`src/rtl/cs_result_drain.sv`:
```
// cs_result_drain: column drain below the systolic PE array.
// Resolves the bottom PE's carry-save {sum, carry} pair, accumulates the
// resolved value across K-tiles with signed saturation, and queues each
// finished result in a small show-ahead FIFO for the writeback stage.
// The input is throttled so that a result leaving the accumulator can never
// meet a full FIFO.
module cs_result_drain #(
  parameter int ACC_WIDTH  = 24,
  parameter int OUT_WIDTH  = 32,
  parameter int FIFO_DEPTH = 4
) (
  input  logic                          clk,
  input  logic                          rst_n,
  input  logic [2*ACC_WIDTH-1:0]        i_y_p,
  input  logic                          i_valid,
  input  logic                          i_first,
  input  logic                          i_last,
  output logic                          o_ready,
  output logic [OUT_WIDTH-1:0]          o_data,
  output logic                          o_sat,
  output logic                          o_valid,
  input  logic                          i_ready,
  output logic [$clog2(FIFO_DEPTH):0]   o_count
);

  localparam int PW = $clog2(FIFO_DEPTH);
  localparam int CW = PW + 1;
  localparam logic [OUT_WIDTH-1:0] MAX_V = {1'b0, {(OUT_WIDTH-1){1'b1}}};
  localparam logic [OUT_WIDTH-1:0] MIN_V = {1'b1, {(OUT_WIDTH-1){1'b0}}};

  logic                 accept;
  logic [ACC_WIDTH-1:0] r_raw;
  logic [OUT_WIDTH-1:0] r_ext;

  logic                 s1_valid_q, s1_first_q, s1_last_q;
  logic [OUT_WIDTH-1:0] s1_r_q;

  logic [OUT_WIDTH-1:0] acc_q;
  logic                 sat_q;
  logic                 grp_done_q;

  logic                 grp_start;
  logic [OUT_WIDTH-1:0] base;
  logic [OUT_WIDTH:0]   sum_wide;
  logic                 ovf;
  logic [OUT_WIDTH-1:0] acc_d;
  logic                 sat_d;

  logic [OUT_WIDTH:0]   mem_q [FIFO_DEPTH];
  logic [PW-1:0]        wr_ptr_q, rd_ptr_q;
  logic [CW-1:0]        count_q;
  logic                 push, pop;

  // Carry-save resolve is modular: wrap to ACC_WIDTH, then sign-extend.
  assign r_raw  = i_y_p[2*ACC_WIDTH-1:ACC_WIDTH] + i_y_p[ACC_WIDTH-1:0];
  assign r_ext  = OUT_WIDTH'($signed(r_raw));
  assign accept = i_valid & o_ready;

  // A last beat sitting in S1 is counted as already occupying a FIFO slot,
  // so a push can never land on a full FIFO; a same-cycle pop is not credited.
  assign o_ready = rst_n &
                   (({1'b0, count_q} + {{CW{1'b0}}, s1_valid_q & s1_last_q})
                    < (CW+1)'(FIFO_DEPTH));

  // S1: capture the resolved beat and its group markers on accept.
  always_ff @(posedge clk or negedge rst_n) begin
    if (!rst_n) begin
      s1_valid_q <= 1'b0;
      s1_first_q <= 1'b0;
      s1_last_q  <= 1'b0;
      s1_r_q     <= '0;
    end else begin
      s1_valid_q <= accept;
      if (accept) begin
        s1_first_q <= i_first;
        s1_last_q  <= i_last;
        s1_r_q     <= r_ext;
      end
    end
  end

  // S2 datapath: pick the base, add one bit wider, clamp on signed overflow.
  // A group also starts after a completed result, even without i_first.
  always_comb begin
    grp_start = s1_first_q | grp_done_q;
    base      = grp_start ? '0 : acc_q;
    sum_wide  = {base[OUT_WIDTH-1], base} + {s1_r_q[OUT_WIDTH-1], s1_r_q};
    ovf       = sum_wide[OUT_WIDTH] ^ sum_wide[OUT_WIDTH-1];
    acc_d     = sum_wide[OUT_WIDTH-1:0];
    if (ovf) begin
      acc_d = sum_wide[OUT_WIDTH] ? MIN_V : MAX_V;
    end
    sat_d     = (sat_q & ~grp_start) | ovf;
  end

  // S2 state: accumulator, sticky saturation flag and group-complete marker.
  always_ff @(posedge clk or negedge rst_n) begin
    if (!rst_n) begin
      acc_q      <= '0;
      sat_q      <= 1'b0;
      grp_done_q <= 1'b1;
    end else if (s1_valid_q) begin
      acc_q      <= acc_d;
      sat_q      <= sat_d;
      grp_done_q <= s1_last_q;
    end
  end

  assign push    = s1_valid_q & s1_last_q;
  assign pop     = o_valid & i_ready;
  assign o_valid = (count_q != '0);
  assign o_count = count_q;
  assign o_data  = mem_q[rd_ptr_q][OUT_WIDTH-1:0];
  assign o_sat   = mem_q[rd_ptr_q][OUT_WIDTH];

  // FIFO storage; cleared on reset so the head reads zero with nothing stale.
  always_ff @(posedge clk or negedge rst_n) begin
    if (!rst_n) begin
      for (int i = 0; i < FIFO_DEPTH; i++) begin
        mem_q[i] <= '0;
      end
    end else if (push) begin
      mem_q[wr_ptr_q] <= {sat_d, acc_d};
    end
  end

  // FIFO pointers wrap naturally at the power-of-two depth; occupancy tracks push/pop.
  always_ff @(posedge clk or negedge rst_n) begin
    if (!rst_n) begin
      wr_ptr_q <= '0;
      rd_ptr_q <= '0;
      count_q  <= '0;
    end else begin
      if (push) wr_ptr_q <= wr_ptr_q + PW'(1);
      if (pop)  rd_ptr_q <= rd_ptr_q + PW'(1);
      if (push && !pop)      count_q <= count_q + CW'(1);
      else if (pop && !push) count_q <= count_q - CW'(1);
    end
  end

endmodule

```
`config.mk`:
```
export PLATFORM = sky130hd
export DESIGN_NAME = cs_result_drain
export DESIGN_NICKNAME = d
export VERILOG_FILES = /design/src/rtl/cs_result_drain.sv
export SDC_FILE = /design/constraint.sdc
export NUM_CORES = 1
export LEC_CHECK = 0
export CORE_MARGIN = 3
export CORE_UTILIZATION = 35
export CTS_BUF_LIST = sky130_fd_sc_hd__clkbuf_4
export DETAILED_ROUTE_END_ITERATION = 12
export DONT_BUFFER_PORTS = 1
export PLACE_DENSITY = 0.56
export REMOVE_ABC_BUFFERS = 1
export SLEW_MARGIN = 20
export SYNTH_ARGS = -nofsm -noshare
export SYNTH_HDL_FRONTEND = slang
export SYNTH_SLANG_ARGS = --single-unit
```
`constraint.sdc`:
```
create_clock -name clk -period 5.26 [get_ports clk]
set_clock_uncertainty 0.1 [all_clocks]
set_input_delay 1.052 -clock clk [delete_from_list [all_inputs] [get_ports clk]]
set_output_delay 1.052 -clock clk [all_outputs]
set_load 0.005 [all_outputs]
```
==> impl_results.md <==
- Postcts setup bufs: 0
- Worst setup SP type: flip-flop
- Final slew viol count: 0
- DPL Wire Length: 19.3 mm
- Overflow after GRT: 0
- Highest clock rate: 0.227 GHz
- Vias in the first global route: 8409
- Synth Instances: 1180
- Leading post-synthesis cells by cell area: dfrtp_1 44%, ha_1 6.6%, mux4_2 6.5%
- Root Buffer: clkbuf_4
- Number of max-cap violations: 0
- Number of H-tree levels: 4
- DR vias/cell: 5.20
- Die Footprint: 34700 µm²
- TNS Setup: 0 ns
- Final setup viols: 0
- Cts bufs inserted: 17
- Max Root-Sink Buffers: 2
- Netlist Area Pre-Place: 11400 µm²
- Multi-input gate area: 6020 µm²
- Post-synth top area share: 43.8%
- GRT Overall Usage: 16.9%
- Count leader, synth: dfrtp_1
- Synth unique cells: 73
- Sw frac: 49.0%
- Predominant post-synthesis flop cell: dfrtp_1
- Hold/Removal Path Class: in2async
- Synth Register Bits: 200
- Worst-path clk slew: 0.17 ns
- Detailed Routing Iterations Pass 1: 5
- First-pass GRT wire length: 46.1 mm
- Share of cells above drive strength 1: 10.8%
- Filler cells: 3238
- NetSw: 4400 µW
- Initial antenna violation count: 1
- Combinational power share: 61.1%
- Largest area contributor in the netlist: dfrtp_1
- Nets: 1265
- Port bufs: 0
- DR WL/cell: 17.8 µm
- Critical Path Sink Type: flip-flop
- Clock power frac: 8.9%
- Crit path arrival time: 4.83 ns
- Die W: 186 µm
- I/O pin count: 92
- Total power: 8980 µW
- Syn Area/Cell: 9.63 µm²
- Worst Tran Pin Value: 0.934 ns
- Row Count: 65
- Vias after detailed routing: 8306
- Gpl congestion: 0.833
- Detail Route Antenna Nets: 0
- Clk sinks: 200
- Fin crit share: 83.8%
- PwrDens: 742 nW/µm²
- Sequential share of the synthesized area: 44.1%
- WP data required: 5.69 ns
- Status: completed
- Pint: 4570 µW
- Initial Util: 35.7%
- Core ar.: 31800 µm²
- PostCTS Resize Cnt: 0
- Leakage power: 0.00525 µW
- Latest clock arrival within the worst-skew pair: 0.61 ns
- Largest net degree at the start of global routing: 112
- Die Y: 186 µm
- Starting DRT DRC Count: 479
- Peak supply drop: 0.423 mV
- RSZ-0062 raised after global routing: false
- Commonest cells in the netlist: 199 x dfrtp_1, 148 x nand2_1, 123 x a21oi_1, 117 x o21ai_0, 114 x nor2_1
- Hold Buf Count CTS: 3
- Routed WL: 28.4 mm
- YS warnings: 0
- Number of synthesized flops with an enable pin: 0
- Slew headroom: 37.5%
- Worst Path Class, Setup: reg2reg
- DRC: 0
- TritonCTS clock tree: yes
- CP max FO: 22
- Min cycle time layout: 4.41 ns
- Fin. Hold Viols: 0
- Synth async-reset ratio: 100%
- Register area: 5010 µm²
- Sequential power share: 30.0%
- Layout area overhead: 6.52%
==> path summary, 6_finish.rpt <==
path,start,end,slack [ns],cells after the start
max,s1_first_q,acc_q[2],0.85,15
min,rst_n,s1_r_q[14],0.16,1
max reg2reg,s1_first_q,acc_q[2],0.85,15
min reg2reg,rd_ptr_q[1],rd_ptr_q[1],0.38,1
max in group asynchronous,rst_n,rd_ptr_q[0],4.32,1
min in group clk,rd_ptr_q[1],rd_ptr_q[1],0.38,1
==> per-stage QoR <==
step | std cells | setup WS (ns) | utilization, % | area [µm²] | hold WS, ns
global placement | 1561 | 0.972 | 37.0 | 11800 | 0.357
global route | 1597 | 0.491 | 38.0 | 12100 | 0.106
detailed placement | 1561 | 0.932 | 37.0 | 11800 | 0.364
floorplan | 1117 | 0.407 | - | 11100 | 0.345
CTS | 1596 | 0.860 | 38.0 | 12100 | 0.125
finish | 1597 | 0.854 | 38.0 | 12100 | 0.163
==> per-layer routing <==
layer | up-vias | track usage (%) | part of all wire (%)
met5 | - | 0 | 0
met4 | 0 | 3.81 | 1.5
met3 | 23 | 2.82 | 3.2
met2 | 138 | 28.4 | 48
met1 | 4028 | 23.1 | 47
li1 | 4117 | - | -
==> state kept, by name, summed over array words and instances (netlist names), 2 cells and up <==
| name | count |
|---|---|
| s1_r_q | 24 |
| o_count | 3 |
| wr_ptr_q | 2 |
| acc_q | 32 |
| mem_q | 132 |
| rd_ptr_q | 2 |
==> cell usage in the layout (no fill, tap or decap), types with 3 or more instances in the layout <==
cell type | netlist | routed
clkinvlp_4 | 0 | 4
buf_4 | 2 | 8
clkbuf_4 | 0 | 17
fa_1 | 3 | 3
nand3_1 | 12 | 12
and3_1 | 11 | 11
xor2_1 | 22 | 22
mux4_2 | 33 | 33
o21ai_1 | 12 | 12
inv_1 | 26 | 26
nand4_1 | 3 | 3
and2_1 | 37 | 37
nor2_1 | 114 | 114
a31oi_1 | 5 | 5
o21ai_0 | 117 | 117
dfrtp_1 | 199 | 197
a21oi_1 | 123 | 123
nor2b_1 | 8 | 8
o21a_1 | 6 | 6
xnor2_1 | 31 | 31
nand2b_1 | 13 | 13
o41ai_1 | 3 | 3
o211ai_1 | 6 | 6
inv_6 | 0 | 3
a221o_1 | 3 | 3
o21bai_1 | 9 | 9
a211oi_1 | 11 | 11
nor3_1 | 5 | 5
o22a_1 | 5 | 5
nand2_2 | 2 | 6
ha_1 | 60 | 60
nand2_1 | 148 | 144
a21oi_2 | 24 | 24
a21o_1 | 16 | 16
inv_8 | 0 | 4
==> power by group through the flow <==
stage	clock network, µW	logic (µW)	registers (µW)
2_1_floorplan	0	4080	2640
3_3_place_gp	0	5450	2720
3_5_place_dp	0	5490	2740
4_1_cts	829	5540	2700
5_1_grt	890	6130	2800
6_report	799	5490	2690
==> cells by family after synthesis <==
family,after synthesis,synth area share [%]
buf+inv,89,3.10
xor+xnor,54,4.33
mux,34,6.64
flops,200,44.1
compound gates,371,20.1
fa+ha+maj,63,7.14
simple gates,369,14.6
==> layout make-up <==
type	instances	area share, %
multi-input cells	891	49.8
flip-flops and latches	200	41.4
well taps	435	4.50
repair buffers	12	1.28
clock inverters	15	1.16
clock buffers	17	1.05
inverters	26	0.807
diodes	1	0.0207
==> worst max-delay path, cell delays in order, from the launching register on <==
cell and delay [ns]:
dfrtp_1 0.42, nor2_1 0.13, buf_4 0.26, and2_1 0.16, ha_1 0.18, inv_1 0.06
fa_1 0.37, nand2b_1 0.20, a21o_1 0.19, a211oi_1 0.46, o211ai_1 0.24, a21oi_1 0.27
nor2_1 0.21, a31oi_4 0.57, nand3_2 0.30, a21oi_1 0.21
(Power assumes the default switching activity.)
